## src/rtl/wb_arbiter.sv

```systemverilog
// wb_arbiter
// ----------
// Writeback arbiter and register scoreboard for a register file with a
// single write port. Two writeback requesters (ALU result, memory load) share
// the port under round-robin arbitration. A busy bit per register marks an
// outstanding write, so issue stalls on read-after-write and write-after-write
// hazards.
//
// Optional feature macro: WB_R0_DISCARD_EN
//   defined   : register 0 is hardwired zero. A writeback to it completes its
//               handshake and updates the round-robin state, but it never
//               raises RegWrite. Busy[0] is never set, and index 0 never
//               causes a stall.
//   undefined : register 0 is an ordinary, tracked register.
//
// Ports
//   Clk, Reset_n          clock (rising edge), asynchronous active-low reset
//   Issue_valid/rd/rs1/rs2/uses_rs2
//                         instruction offered for issue
//   Issue_stall           combinational; issue must hold this cycle
//   Alu_valid/rd/data     ALU writeback request; Alu_ready is its grant
//   Mem_valid/rd/data     load writeback request; Mem_ready is its grant
//   RegWrite/Write_register/Write_data
//                         registered write to the register file
//   Busy                  registered scoreboard, one bit per register
module wb_arbiter #(
    parameter int DATA_W = 32,
    parameter int ADDR_W = 5
) (
    input  logic                   Clk,
    input  logic                   Reset_n,
    input  logic                   Issue_valid,
    input  logic [ADDR_W-1:0]      Issue_rd,
    input  logic [ADDR_W-1:0]      Issue_rs1,
    input  logic [ADDR_W-1:0]      Issue_rs2,
    input  logic                   Issue_uses_rs2,
    output logic                   Issue_stall,
    input  logic                   Alu_valid,
    input  logic [ADDR_W-1:0]      Alu_rd,
    input  logic [DATA_W-1:0]      Alu_data,
    output logic                   Alu_ready,
    input  logic                   Mem_valid,
    input  logic [ADDR_W-1:0]      Mem_rd,
    input  logic [DATA_W-1:0]      Mem_data,
    output logic                   Mem_ready,
    output logic                   RegWrite,
    output logic [ADDR_W-1:0]      Write_register,
    output logic [DATA_W-1:0]      Write_data,
    output logic [(2**ADDR_W)-1:0] Busy
);

    localparam int   NREGS     = 2**ADDR_W;
    localparam logic GRANT_ALU = 1'b0;
    localparam logic GRANT_MEM = 1'b1;

    logic              last_grant;
    logic              wb_fire;
    logic [ADDR_W-1:0] wb_rd;
    logic [DATA_W-1:0] wb_data;
    logic              commit_en;
    logic              issue_fire;
    logic              hazard_rs1;
    logic              hazard_rs2;
    logic              hazard_rd;
    logic [NREGS-1:0]  busy_next;

    // Round-robin grant. A lone request is always granted. Under contention,
    // the requester that did not win last time is granted. The grant uses only
    // the valids and last_grant, so it never depends on the request data.
    always_comb begin
        Alu_ready = Alu_valid && (!Mem_valid || (last_grant == GRANT_MEM));
        Mem_ready = Mem_valid && (!Alu_valid || (last_grant == GRANT_ALU));
        wb_fire   = Alu_ready || Mem_ready;
        wb_rd     = Alu_ready ? Alu_rd   : Mem_rd;
        wb_data   = Alu_ready ? Alu_data : Mem_data;
    end

    // Hazard check. It looks only at the registered Busy vector. A writeback
    // in the same cycle therefore releases the stall one cycle later.
    always_comb begin
`ifdef WB_R0_DISCARD_EN
        hazard_rs1 = Busy[Issue_rs1] && (Issue_rs1 != '0);
        hazard_rs2 = Busy[Issue_rs2] && (Issue_rs2 != '0);
        hazard_rd  = Busy[Issue_rd]  && (Issue_rd  != '0);
        commit_en  = wb_fire && (wb_rd != '0);
`else
        hazard_rs1 = Busy[Issue_rs1];
        hazard_rs2 = Busy[Issue_rs2];
        hazard_rd  = Busy[Issue_rd];
        commit_en  = wb_fire;
`endif
        Issue_stall = Issue_valid &&
                      (hazard_rs1 || (Issue_uses_rs2 && hazard_rs2) || hazard_rd);
        issue_fire  = Issue_valid && !Issue_stall;
    end

    // Scoreboard update. The set is applied after the clear, so that an issue
    // and a writeback to the same register on one edge leave it busy.
    always_comb begin
        busy_next = Busy;
        if (wb_fire) begin
            busy_next[wb_rd] = 1'b0;
        end
        if (issue_fire) begin
            busy_next[Issue_rd] = 1'b1;
        end
`ifdef WB_R0_DISCARD_EN
        busy_next[0] = 1'b0;
`endif
    end

    // Commit stage and state registers. Write_register/Write_data keep their
    // value when nothing is accepted. Only RegWrite drops.
    always_ff @(posedge Clk or negedge Reset_n) begin
        if (!Reset_n) begin
            RegWrite       <= 1'b0;
            Write_register <= '0;
            Write_data     <= '0;
            Busy           <= '0;
            last_grant     <= GRANT_MEM;
        end else begin
            RegWrite <= commit_en;
            Busy     <= busy_next;
            if (wb_fire) begin
                Write_register <= wb_rd;
                Write_data     <= wb_data;
                last_grant     <= Mem_ready ? GRANT_MEM : GRANT_ALU;
            end
        end
    end

endmodule

```

## config.mk

```make
export PLATFORM = sky130hd
export DESIGN_NAME = wb_arbiter
export DESIGN_NICKNAME = d
export VERILOG_FILES = /design/src/rtl/wb_arbiter.sv
export SDC_FILE = /design/constraint.sdc
export NUM_CORES = 1
export LEC_CHECK = 0
export CAP_MARGIN = 40
export CORE_UTILIZATION = 40
export CTS_BUF_LIST = sky130_fd_sc_hd__clkbuf_8
export CTS_CLUSTER_SIZE = 20
export DETAILED_ROUTE_END_ITERATION = 10
export GPL_ROUTABILITY_DRIVEN = 0
export PLACE_DENSITY_LB_ADDON = 0.3
export SLEW_MARGIN = 20
export SYNTH_ARGS = -nofsm -noshare
export SYNTH_HDL_FRONTEND = slang
export SYNTH_SLANG_ARGS = --single-unit
```

## constraint.sdc

```tcl
create_clock -name Clk -period 3.5 [get_ports Clk]
set_input_delay 0.875 -clock Clk [delete_from_list [all_inputs] [get_ports Clk]]
set_output_delay 0.875 -clock Clk [all_outputs]
set_load 0.01 [all_outputs]
```

==> results of run 1 <==
[path summary, 6_finish.rpt]
path	slack, ps	depth (start not counted)	end	from
worst max-delay path	20	8	Issue_stall	Issue_rs2[0]
worst min-delay path	320	1	Write_data[24]	Reset_n
worst max register to register	1130	7	Busy[0]	Busy[16]
worst min register to register	520	2	last_grant	last_grant
max in group asynchronous	2510	3	Busy[29]	Reset_n
min in group Clk	520	2	last_grant	last_grant
[metal layers]
layer | wire length, microns | GRT usage, % | share of wire [%] | up-vias
li1 | - | - | - | 2174
met5 | 0 | 0 | 0 | -
met2 | 7600 | 49.3 | 49 | 246
met4 | 407 | 11.1 | 2.6 | 0
met3 | 1390 | 8.77 | 9.0 | 42
met1 | 6050 | 33.4 | 39 | 2272
[cells by family (layout without fill, tap and decap cells)]
| family | after synthesis | after routing | synth area share [%] |
|---|---|---|---|
| DFF | 71 | 71 | 40.7 |
| muxes | 44 | 44 | 13.6 |
| and+or+nand+nor | 197 | 197 | 19.5 |
| buffers and inverters | 43 | 255 | 4.61 |
| AOI/OAI and AO/OA | 134 | 134 | 21.6 |
[cell type report]
type | instances | area share, %
Sequential cell | 71 | 25.9
Inverter | 9 | 0.492
Clock buffer | 11 | 2.21
Clock inverter | 5 | 1.17
Tap cell | 136 | 2.48
Timing Repair Buffer | 230 | 32.0
Multi-Input combinational cell | 375 | 35.7
[state kept, by name (all words and copies together) (netlist names)]
signal          flops
Busy               32
Write_register      5
Write_data         32
RegWrite            1
last_grant          1
[cells in the mapped netlist, types with 3 or more instances]
cell type    n
a31oi_1     38
mux2i_1     22
o31ai_1     28
a22oi_1      6
nor3b_1      7
nand2b_1     4
clkbuf_1    22
nor3_1       3
inv_1        8
o21ai_1     10
nand2_1    121
a21oi_1      9
buf_1        5
buf_6        5
mux4_1       7
dfrtp_1     70
nor2_1      45
o21ai_2     21
mux2_2      13
o21ai_0      7
[report_power, final]
part	internal, mW	switching [mW]	leakage (nW)
Sequential	0.976	0.176	0.869
Clock	0.439	0.316	0.112
Combinational	0.690	0.571	1.90
[stage by stage]
step	cells	TNS (ps)	power, mW
after floorplan	489	0	1.67
after global placement	814	-819	2.34
after detailed placement	814	-863	2.38
after CTS	836	0	3.18
after global routing	837	-49.3	3.34
final	837	0	3.17
[worst reg2reg max path, delay by kind of cell (launching register included)]
family	cells	cell delay, ps
AND/OR/NAND/NOR	2	460
flip-flops	1	420
AO/OA/AOI/OAI	2	380
multiplexers	2	740
buffers and inverters	1	290
[timing repair]
action                                  CTS  global route
hold buffers                              0             0
gates resized for setup                  48             4
pin swaps                                 6             3
buffers inserted                          5             0
endpoints found under the setup margin    1             1
gates cloned                              1             0
==> flow_summary_export.csv, run 1 <==
group,metric,value,unit
run_status,status,"finished clean",
synthesis,yosys.area.top_type,"dfrtp_1",
critical_path,crit_top_cell,"buf_6",
finish,final_cell_mix,"154 x clkdlybuf4s50_1, 121 x nand2_1, 70 x dfrtp_1",
global_route,first_global_vias,5028,
finish,diodes,0,
route,wl_per_cell,18.5,microns
placed_design,hpwl,11400,microns
critical_path,crit_family,"multiplexers",
critical_path,cp_num_buf_inv,3,
global_route,grt-ovfl-total,0,
critical_path,critPathArrivalTime,2610,ps
sta,fin_crit_sh,99.5,%
critical_path,critPathRequiredTime,2620,ps
critical_path,cp_cell_sequence,"clkdlybuf4s15_1, buf_6, mux4_2, mux2_4, o2111ai_4, nand4_4, and2_4, buf_6",
floorplanning,core.rowCount,37,
synthesis,yosysUniqueCellTypes,48,
route,dr.pass1.iters,5,
placed_design,place_ws,-863,ps
clock_network,cts_made_buffers,9,
synthesis,synth_edf_count,0,
floorplanning,die_w,107,microns
synthesis,synth.cell_area,4370,sq um
synthesis,synthFlopType,"dfrtp_1",
sta,whs,324,ps
synthesis,yosys-top-cells-area,"dfrtp_1 40%, nand2_1 10%, a31oi_1 5.4%, mux2i_1 5.0%, o31ai_1 4.8%",
hold_path,hold_path.class,"in2async",
clock_network,cts_root_buffer,"clkbuf_8",
clock_network,clk_pin_slew_worst_paths,70,ps
synthesis,ys_ff_latch,71,
route,drt_iter0_drc,288,
sta,worst_pin_slew,912,ps
clock_network,tritoncts,"done",
synthesis,yosysWarningCount,0,
sta,slew_viol_final,0,
finish,final_nets,791,
floorplanning,die-area,11300,sq um
placed_design,placed_area,6510,sq um
synthesis,synth_top_area_share,40.1,%
global_route,grt_max_degree,69,
power,ir_drop,0.259,mV
critical_path,cpPeakStageDelay,500,ps
clock_network,clock_path_buffers,2,
finish,multiInputGateArea,2450,sq um
clock_network,cts-htree-levels,3,
sta,clock_skew,7.20,ps
finish,fin_area,6870,sq um
global_route,grt_pass1_wl,25000,microns
floorplanning,coreArea,10500,sq um
finish,n_fill_cell,869,
finish,area_growth,57.1,%
route,drc,0,
sta,rsz0062_at_grt,"true",
floorplanning,initial_core_util,41.8,%
critical_path,cp-start-kind,"primary input",
sta,relSlewSlack,39.2,%
power,leakagePower,2.88,nW
synthesis,synth_nets,584,
finish,final_common_cell,"clkdlybuf4s50_1",
finish,regArea,1780,sq um
critical_path,crit_fanout,8,
power,power.density,461,nW/um^2
route,vias,4734,
finish,final_core_util,65.6,%
critical_path,crit_path_end_kind,"output port",
global_route,antenna_found_initial,0,
critical_path,cpMaxStageDelayCell,"mux4_2",
synthesis,synthArstFlopShare,100,%
sta,fmax,287,MHz
clock_network,clock_sinks,71,
floorplanning,die_h,107,microns
placed_design,port_buffers,167,
clock_network,worst_skew_pair.late_latency,360,ps
finish,drive_above_1_share,20.8,%
route,drt_wl_total,15400,microns
route,ant_nets,0,
sta,finalSetupViolations,0,
route,vias_per_cell,5.66,
sta,finalHoldViolations,0,
critical_path,crit_type,"in2out",
synthesis,synthCells,489,
synthesis,ys_seq_area_share,40.7,%
run,maxCapViolCount,0,
sta,setup_slack,18.1,ps
global_route,grt_usage,28.7,%
sta,fin_crit,3480,ps
floorplanning,boundaryPins,168,
synthesis,avgSynthCellArea,8.93,sq um
(Power assumes the default switching activity.)
==> run 2, diff against run 1 <==
--- a/config.mk
+++ b/config.mk
@@ -13,2 +13,3 @@
 export GPL_ROUTABILITY_DRIVEN = 0
+export MAX_ROUTING_LAYER = met4
 export PLACE_DENSITY_LB_ADDON = 0.3
--- a/constraint.sdc
+++ b/constraint.sdc
@@ -3,2 +3,2 @@
 set_output_delay 0.875 -clock Clk [all_outputs]
-set_load 0.01 [all_outputs]
+set_load 0.02 [all_outputs]
==> run 2 against run 1 <==
Sequential cell count unchanged. Critical path depth stayed put. Hold slack better by 36 ps. Register-to-register slack worse by 220 ps. Highest routed layer unchanged. First-iteration DRC count shrank 21%. Sequential power hardly changed. Sequential share of layout area rose by 0.32 points. Clock power is 24% lower. Die area stayed put. Non-clock buffer count down 1. Clock-buffer cell count unchanged. Combinational power is 10% higher.
==> flow_summary_export.csv, run 2 (synthesis gave the netlist of run 1 again) <==
group,metric,value,unit
run_status,status,"finished clean",
finish,area_growth,55.2,%
power,seqPwrFrac,36.8,%
placed_design,hpwl,10900,microns
clock_network,clock_sinks,71,
floorplanning,core.rowCount,37,
global_route,grt_usage,28.0,%
finish,final_cell_mix,"154 x clkdlybuf4s50_1, 121 x nand2_1, 70 x dfrtp_1",
hold_path,hold_path.class,"in2async",
global_route,grt_max_degree,69,
global_route,grt-ovfl-total,0,
clock_network,clk_pin_slew_worst_paths,70,ps
route,wl_per_cell,17.9,microns
sta,setup_slack,34.8,ps
power,clockPowerShare,18.5,%
finish,n_fill_cell,878,
sta,slew_viol_final,0,
floorplanning,initial_core_util,41.8,%
floorplanning,coreArea,10500,sq um
finish,final_common_cell,"clkdlybuf4s50_1",
power,leakagePower,2.84,nW
sta,fin_crit_sh,99.0,%
clock_network,cts_made_buffers,9,
critical_path,critPathRequiredTime,2620,ps
critical_path,crit_type,"in2out",
finish,drive_above_1_share,21.1,%
clock_network,cts_root_buffer,"clkbuf_8",
critical_path,cp-start-kind,"primary input",
sta,relSlewSlack,39.0,%
power,p_switching,1.15,mW
power,total_power,3.10,mW
clock_network,clock_path_buffers,2,
run,maxCapViolCount,0,
global_route,antenna_found_initial,0,
power,intPower,1.95,mW
route,drt_iter0_drc,227,
route,dr.pass1.iters,5,
route,ant_nets,0,
sta,clock_skew,2.74,ps
clock_network,tritoncts,"done",
sta,whs,360,ps
clock_network,cts-htree-levels,3,
placed_design,place_ws,-923,ps
power,power.density,457,nW/um^2
finish,reg.largest.list,"Busy (32), Write_data (32), Write_register (5)",
floorplanning,die_h,107,microns
finish,final_nets,790,
global_route,first_global_vias,4735,
sta,fin_crit,3470,ps
power,ir_drop,0.249,mV
power,pwr-share-comb,44.7,%
critical_path,crit_path_end_kind,"output port",
floorplanning,die-area,11300,sq um
route,vias_per_cell,5.62,
sta,rsz0062_at_grt,"true",
clock_network,hold_buffers,0,
critical_path,crit_fanout,3,
clock_network,worst_skew_pair.late_latency,340,ps
power,switching_share,37.1,%
sta,worst_pin_slew,910,ps
placed_design,placed_area,6490,sq um
sta,finalSetupViolations,0,
floorplanning,boundaryPins,168,
finish,fin_area,6780,sq um
floorplanning,die_w,107,microns
critical_path,critPathArrivalTime,2590,ps
sta,fmax,289,MHz
route,drc,0,
placed_design,port_buffers,167,
global_route,grt_pass1_wl,23900,microns
route,vias,4684,
finish,diodes,0,
sta,finalHoldViolations,0,
route,drt_wl_total,14900,microns
==> run 2: power groups by stage <==
| stage | sequential [mW] | clock, mW | combinational [mW] |
|---|---|---|---|
| floorplan | 1.30 | 0 | 0.485 |
| detailed placement | 1.15 | 0 | 1.34 |
| finish | 1.14 | 0.574 | 1.39 |
| CTS | 1.14 | 0.586 | 1.37 |
| global route | 1.17 | 0.617 | 1.48 |
| global placement | 1.14 | 0 | 1.31 |
==> run 2: per-layer routing <==
layer  share of wire [%]  GRT usage (%)  up-vias
met5                   0              -        -
met4                 3.5           12.8        0
met3                 9.1           6.44       43
met2                  48           45.5      257
met1                  39           33.1     2210
li1                    -              -     2174
==> run 2: path summary, 6_finish.rpt <==
path | cells past startpoint | from | end | slack [ps]
setup reg to reg | 9 | Busy[16] | Busy[31] | 910
max in group asynchronous | 3 | Reset_n | Busy[29] | 2470
min in group Clk | 2 | last_grant | last_grant | 520
hold / removal | 1 | Reset_n | Write_data[28] | 360
hold reg to reg | 2 | last_grant | last_grant | 520
setup / recovery | 8 | Issue_rs2[1] | Issue_stall | 30
==> run 2: stage by stage <==
step / utilization (%) / cells / setup TNS, ps
global placement: 62.0 / 813 / -885
detailed placement: 62.0 / 813 / -923
floorplan: - / 489 / 0
finish: 64.8 / 834 / 0
CTS: 64.5 / 832 / 0
global route: 64.8 / 834 / -9.98
==> run 2: repair_timing <==
item / in CTS / in global routing
buffers inserted: 4 / 1
pin swaps: 6 / 3
resized for setup: 47 / 13
setup endpoints to repair: 1 / 1
gates cloned: 1 / 0
hold endpoints to repair: 0 / 0
==> run 2: layout make-up <==
type	count	area [sq um]	area share [%]
Sequential cell	71	1780	26.2
Timing Repair Buffer	229	2170	32.0
Clock buffer	11	151	2.23
Tap cell	136	170	2.51
Clock inverter	3	12.5	0.185
Multi-Input combinational cell	375	2460	36.3
Inverter	9	33.8	0.498
==> run 2: critical path: stages <==
cell and delay [ps]:
buf_4 110, mux4_2 490, mux2_2 270, or3_4 340, o2111ai_4 120, nand4_4 110, and2_4 160, buf_6 120
==> run 3, diff against run 2 <==
CORE_MARGIN = 5   (was not set)
==> run 3 against run 2 <==
Non-clock buffer count grew 1. Register-to-register slack improved by 220 ps. Hold slack gained 110 ps. Combinational power about the same. Critical endpoint unchanged. Largest cell class unchanged.
==> flow_summary_export.csv, run 3 (synthesis gave the netlist of run 1 again) <==
group,metric,value,unit
route,wl_per_cell,18.6,microns
sta,fmax,287,MHz
critical_path,cp-start-kind,"primary input",
floorplanning,core.rowCount,38,
critical_path,crit_type,"in2out",
sta,worst_pin_slew,844,ps
clock_network,clk_pin_slew_worst_paths,70,ps
finish,final_cell_mix,"154 x clkdlybuf4s50_1, 121 x nand2_1, 70 x dfrtp_1",
sta,fin_crit_sh,99.6,%
placed_design,port_buffers,167,
power,leakagePower,2.93,nW
global_route,grt_max_degree,46,
run_status,status,"finished clean",
clock_network,cts-htree-levels,3,
route,vias_per_cell,5.56,
critical_path,cpMaxStageDelayCell,"mux4_1",
global_route,grt_usage,25.0,%
sta,slew_viol_final,0,
clock_network,cts_made_buffers,9,
sta,clock_skew,6.15,ps
critical_path,critPathArrivalTime,2610,ps
finish,final_common_cell,"clkdlybuf4s50_1",
floorplanning,boundaryPins,168,
finish,area_growth,58.3,%
critical_path,crit_family,"multiplexers",
global_route,grt_pass1_wl,25200,microns
route,ant_nets,0,
clock_network,hold_buffers,0,
clock_network,tritoncts,"done",
clock_network,clock_path_buffers,2,
clock_network,clock_sinks,71,
clock_network,cts_root_buffer,"clkbuf_8",
floorplanning,die_h,115,microns
sta,finalSetupViolations,0,
route,drc,0,
finish,drive_above_1_share,20.0,%
floorplanning,initial_core_util,40.5,%
route,drt_wl_total,15600,microns
sta,setup_slack,15.0,ps
route,drt_iter0_drc,285,
critical_path,cpPeakStageDelay,600,ps
power,total_power,3.33,mW
sta,finalHoldViolations,0,
floorplanning,coreArea,10800,sq um
floorplanning,die-area,13100,sq um
hold_path,hold_path.class,"in2async",
route,vias,4678,
power,power.density,482,nW/um^2
placed_design,place_ws,-899,ps
finish,reg.largest.list,"Busy (32), Write_data (32), Write_register (5)",
sta,relSlewSlack,43.5,%
critical_path,crit_fanout,6,
critical_path,r2r_slack,1130,ps
global_route,first_global_vias,4937,
critical_path,cp_cell_sequence,"buf_2, mux4_1, mux2i_1, o221ai_1, o2111ai_4, nand4_4, and2_4, buf_6",
clock_network,worst_skew_pair.late_latency,350,ps
run,maxCapViolCount,0,
critical_path,cp_num_buf_inv,2,
finish,final_nets,791,
sta,setup_tns,0,ps
sta,fin_crit,3490,ps
global_route,antenna_found_initial,0,
power,ir_drop,0.271,mV
global_route,grt-ovfl-total,0,
sta,whs,468,ps
critical_path,critPathRequiredTime,2620,ps
finish,n_fill_cell,901,
placed_design,hpwl,11800,microns
finish,diodes,0,
critical_path,crit_path_end_kind,"output port",
floorplanning,die_w,115,microns
route,dr.pass1.iters,5,
run 3: cell count changes in the layout (fill, tap and decap cells not counted), moves of 3 or more:
cell	previous run	this run
mux4_1	0	5
mux4_2	9	4
bufinv_16	0	3
clkbuf_2	4	1
dlygate4sd2_1	4	7
run 3: final cells by class:
| cell class | instances | area [sq um] | share of cell area [%] |
|---|---|---|---|
| inverters | 9 | 33.8 | 0.488 |
| multi-input cells | 375 | 2460 | 35.5 |
| clock buffers | 10 | 138 | 1.99 |
| well taps | 140 | 175 | 2.53 |
| flip-flops and latches | 71 | 1780 | 25.7 |
| repair buffers | 230 | 2230 | 32.2 |
| clock inverters | 6 | 108 | 1.56 |
run 3: path summary, 6_finish.rpt:
| path | to | start | cells after the start |
|---|---|---|---|
| max | Issue_stall | Issue_rs2[0] | 8 |
| min | Write_data[18] | Reset_n | 2 |
| max reg2reg | Busy[0] | Busy[18] | 7 |
| min reg2reg | last_grant | last_grant | 2 |
| max in group asynchronous | Write_register[3] | Reset_n | 3 |
| min in group Clk | last_grant | last_grant | 2 |
run 3: through the flow:
stage | cells | util, % | instance area [sq um]
finish | 841 | 64.1 | 6920
global placement | 818 | 60.3 | 6510
CTS | 838 | 63.8 | 6880
detailed placement | 818 | 60.3 | 6510
floorplan | 489 | - | 4370
global route | 841 | 64.1 | 6920
run 3: per-layer routing:
layer | routed length, microns | track usage [%] | vias up
met2 | 7340 | 39.7 | 253
met5 | 0 | - | -
met3 | 1690 | 7.14 | 41
met4 | 404 | 8.95 | 0
li1 | - | - | 2187
met1 | 6210 | 30.5 | 2197
run 3: repair_timing:
action | CTS | global route
pin swaps | 4 | 1
endpoints found under the setup margin | 1 | 1
cloned | 2 | 0
resized for setup | 44 | 2
setup buffers | 2 | 0
run 3: power by group:
part / switching [mW] / internal [mW] / total [mW]
Sequential: 0.168 / 0.976 / 1.14
Clock: 0.311 / 0.490 / 0.801
Combinational: 0.697 / 0.693 / 1.39
==> RTL change 1: new RTL, settings of run 2 <==
Add a define of `WB_R0_DISCARD_EN`.
--- a/src/rtl/wb_arbiter.sv
+++ b/src/rtl/wb_arbiter.sv
@@ -25,2 +25,4 @@
 //   Busy                  registered scoreboard, one bit per register
+`define WB_R0_DISCARD_EN
+
 module wb_arbiter #(
Behaviour: not the same (Yosys sat finds a counterexample within 4 cycles, from zero or initial values and one cycle with Reset_n low).
==> RTL change 1 against run 2 <==
The flow now finishes with violations (setup timing). Setup slack got worse by 0.083 ns. Maximum frequency fell by 2.3%. Routed wire length is 2.8% higher. Utilization is 0.13 points higher. Combinational power increased by 7%. Cell area fell by 1.1%. Area after synthesis down 2.1%. Sequential cell count is 1 lower. Count of clock-buffer cells in the layout unchanged. Hold slack better by 0.14 ns. Total power up 6.5%.
==> RTL change 1: results (changes against run 2) <==
[yosys]
synth_nets=548  ; was 584
synth_cell_types=51  ; was 48
postSynthAreaPerCell_um2=9.44  ; was 8.93 µm²
yosysSeqAreaShare=0.410  ; was 0.407

[placed_design]
pre_cts_ws_ns=-0.898  ; was -0.923 ns
placed_cells=775  ; was 813
dp_hpwl_um=11400  ; was 10,900 µm

[global_route]
use_met1=0.334  ; was 0.331
grt_pass1_wl_um=23600  ; was 23,900 µm
use_met2=0.465  ; was 0.455

[layout]
layout_top_registers=Write_data (32), Busy (31), Write_register (5)  ; was Busy (32), Write_data (32), Write_register (5)
nMultiInputCombCells=337  ; was 375
nNonClkBuffers=232  ; was 229
clkCellAreaFrac=0.0310  ; was 0.0242
buf_share=0.327  ; was 0.320
fin_nets=752  ; was 790
area_delta_synth_final_pct=56.7  ; was 55.2%
inverters=7  ; was 9

[power_and_ir_drop]
power.leakage_nw=2.82  ; was 2.84 nW
powerDensity_nw_per_um2=493  ; was 457 nW/µm²
p_seq_frac=0.341  ; was 0.368

[status]
violations=setup timing
status=finished, violations left  ; was completed

[cts]
cts_resized=40  ; was 47
cts_setup_buffers=2  ; was 4

[detailed_routing]
wl_met3_um=1420  ; was 1360 µm
route.met2.wl_um=7500  ; was 7150 µm
routedWlPerCell_um=19.2  ; was 17.9 µm

[setup_path]
crit_family=simple AND/OR/NAND/NOR gates  ; was multiplexers
startpoint=Issue_rs1[2]  ; was Issue_rs2[1]

[sta]
skew_ns=0.00639  ; was 0.00274 ns
setup_viol=1  ; was 0
worst_slack_ns=-0.0483  ; was 0.0348 ns

==> RTL change 1: cell types whose count changed after synthesis, moves of 5 or more <==
cell,delta
a21oi_1,-5
mux2_2,-11
mux2i_1,+7
mux4_1,-6
mux4_2,+7
nand2_1,-43
nand3b_1,+10
nor2_1,-6
o21ai_1,-7
o21ai_2,-21
o41ai_1,+28
==> RTL change 1: cell families (layout without fill, tap and decap cells) <==
| family | after synthesis | in the layout | share of synthesized area |
|---|---|---|---|
| AO/OA/AOI/OAI | 132 | 132 | 0.236 |
| buffers and inverters | 46 | 255 | 0.0503 |
| flip-flops | 70 | 70 | 0.410 |
| multiplexers | 42 | 42 | 0.130 |
| other | 1 | 1 | 0.000877 |
| AND/OR/NAND/NOR | 162 | 162 | 0.173 |
==> RTL change 1: worst register-to-register path, stage by stage (launching register included) <==
cell and delay [ns]:
dfrtp_1 0.46, mux4_2 0.51, o211ai_2 0.15, o21ai_1 0.08, or4_4 0.50, buf_4 0.26
o41ai_1 0.42
==> RTL change 2: new RTL, flow settings as in run 2 <==
Without the edit above. Make the reset (`Reset_n`) synchronous in one clocked block. Comments in the files are not updated.
--- a/src/rtl/wb_arbiter.sv
+++ b/src/rtl/wb_arbiter.sv
@@ -113,3 +113,3 @@
     // value when nothing is accepted. Only RegWrite drops.
-    always_ff @(posedge Clk or negedge Reset_n) begin
+    always_ff @(posedge Clk) begin
         if (!Reset_n) begin
Behaviour: differs if Reset_n is asserted again (counterexample within 4 cycles, from zero or initial values and one cycle with Reset_n low); with Reset_n held inactive, the same outputs for 4 cycles.
==> RTL change 2 against run 2 <==
Sequential cell count unchanged. Routed wire length up 7.0%. Largest cell class unchanged. Hold slack better by 0.12 ns. Final cell count up 0.60%. Synthesized cell count up 3.7%. Utilization down 0.28 points. Area after synthesis down 2.1%. Setup slack worse by 0.023 ns. Global-route usage up 1.4 points. Cell area down 1.8%. Critical path depth up 1. Count of clock-buffer cells in the layout unchanged. Critical path type unchanged.
Power is not compared: it rests on default switching activity, and its combinational part moved more than twofold at a synthesized area within 25%.
==> RTL change 2: results (changes against run 2) <==
[yosys]
synth_common_cells=nand2_1, dfxtp_1, nor2_1  ; was nand2_1, dfrtp_1, nor2_1
yosysWarnings=0  ; unchanged
synthFlopType=dfxtp_1  ; was dfrtp_1
synth_cell_types=52  ; was 48
yosysSeqAreaShare=0.332  ; was 0.407
synth_nets=602  ; was 584
syn_inst=507  ; was 489
synth_async_sr_flop_share=0  ; was 1.00
synth.area.top_cells=dfxtp_1, nand2_1, mux2i_1  ; was dfrtp_1, nand2_1, a31oi_1
synth_compound_area_frac=0.256  ; was 0.216
synth.area.mux_share=0.143  ; was 0.136

[setup_path]
rrSetupSlack_ns=1.00  ; was 0.91 ns
worst_path_largest_cell_delay_ns=0.52  ; was 0.49 ns
startpoint=Issue_rs2[0]  ; was Issue_rs2[1]
r2r-start=last_grant  ; was Busy[16]
worst-path-max-fanout=5  ; was 3
cp_num_cells=9  ; was 8
r2r_end=Busy[12]  ; was Busy[31]
r2r_cells=6  ; was 9
arrival_ns=2.61  ; was 2.59 ns

[global_route]
use_met1=0.352  ; was 0.331
grt.total_usage=0.294  ; was 0.280
grt_pass1_wl_um=25100  ; was 23,900 µm
use_met2=0.466  ; was 0.455
grt_use_met3=0.0686  ; was 0.0644

[min_path]
min_path_type=reg -> reg  ; was in -> async

[detailed_routing]
dr.pass1.iters=6  ; was 5
drt_iter0_drc=413  ; was 227
routedWlPerCell_um=19.0  ; was 17.9 µm
vias_per_cell=5.97  ; was 5.62
vias=5013  ; was 4,684

[status]
status=completed  ; unchanged

[sta]
slew_headroom=0.427  ; was 0.390
skew_ns=0.0125  ; was 0.00274 ns
whs_ns=0.485  ; was 0.360 ns

[layout]
fin_nets=793  ; was 790
drive_gt1_frac=0.149  ; was 0.211
fill_cells=830  ; was 878

[placed_design]
placed_cells=819  ; was 813
dp_hpwl_um=11800  ; was 10,900 µm

RTL change 2: area by class of cell:
| class | instances | area (µm²) | area share |
|---|---|---|---|
| multi-input combinational | 386 | 2650 | 0.398 |
| timing repair buffer | 224 | 2140 | 0.322 |
| sequential | 71 | 1420 | 0.213 |
| tap | 136 | 170 | 0.0255 |
| clock buffer | 11 | 151 | 0.0227 |
| clock inverter | 5 | 104 | 0.0156 |
| inverter | 6 | 22.5 | 0.00338 |
RTL change 2: cells by family after synthesis:
logic type      count (synthesis)
simple gates                  198
flops                          71
compound gates                139
mux                            49
buf+inv                        50
RTL change 2: what timing repair did:
item | in CTS | in global routing
buffers inserted | 4 | 0
gates resized for setup | 42 | 6
endpoints found under the setup margin | 1 | 1
pin swaps | 7 | 4
RTL change 2: where the power goes:
| part | internal [mW] | switching, mW |
|---|---|---|
| clock network | 0.513 | 0.311 |
| registers | 0.849 | 0.0278 |
| logic | 0.276 | 0.294 |
| total | 1.64 | 0.633 |
RTL change 2: layer usage:
metal / part of all wire / wire length, µm / up-vias
li1: - / - / 2309
met1: 0.39 / 6290 / 2336
met2: 0.47 / 7480 / 321
met3: 0.10 / 1640 / 47
met4: 0.033 / 525 / 0
met5: 0 / 0 / -
RTL change 2: metrics by stage:
stage / instance area, µm² / worst slack (ns)
after CTS: 6640 / 0.0132
after detailed placement: 6340 / -0.871
after floorplan: 4290 / 0.0137
after global routing: 6660 / -0.0423
after global placement: 6330 / -0.816
final: 6660 / 0.0114
RTL change 2: worst min-delay path, cell delays in order (launching register included):
cell and delay (ns):
dfxtp_1 0.31, nand2_1 0.05, a311oi_1 0.07
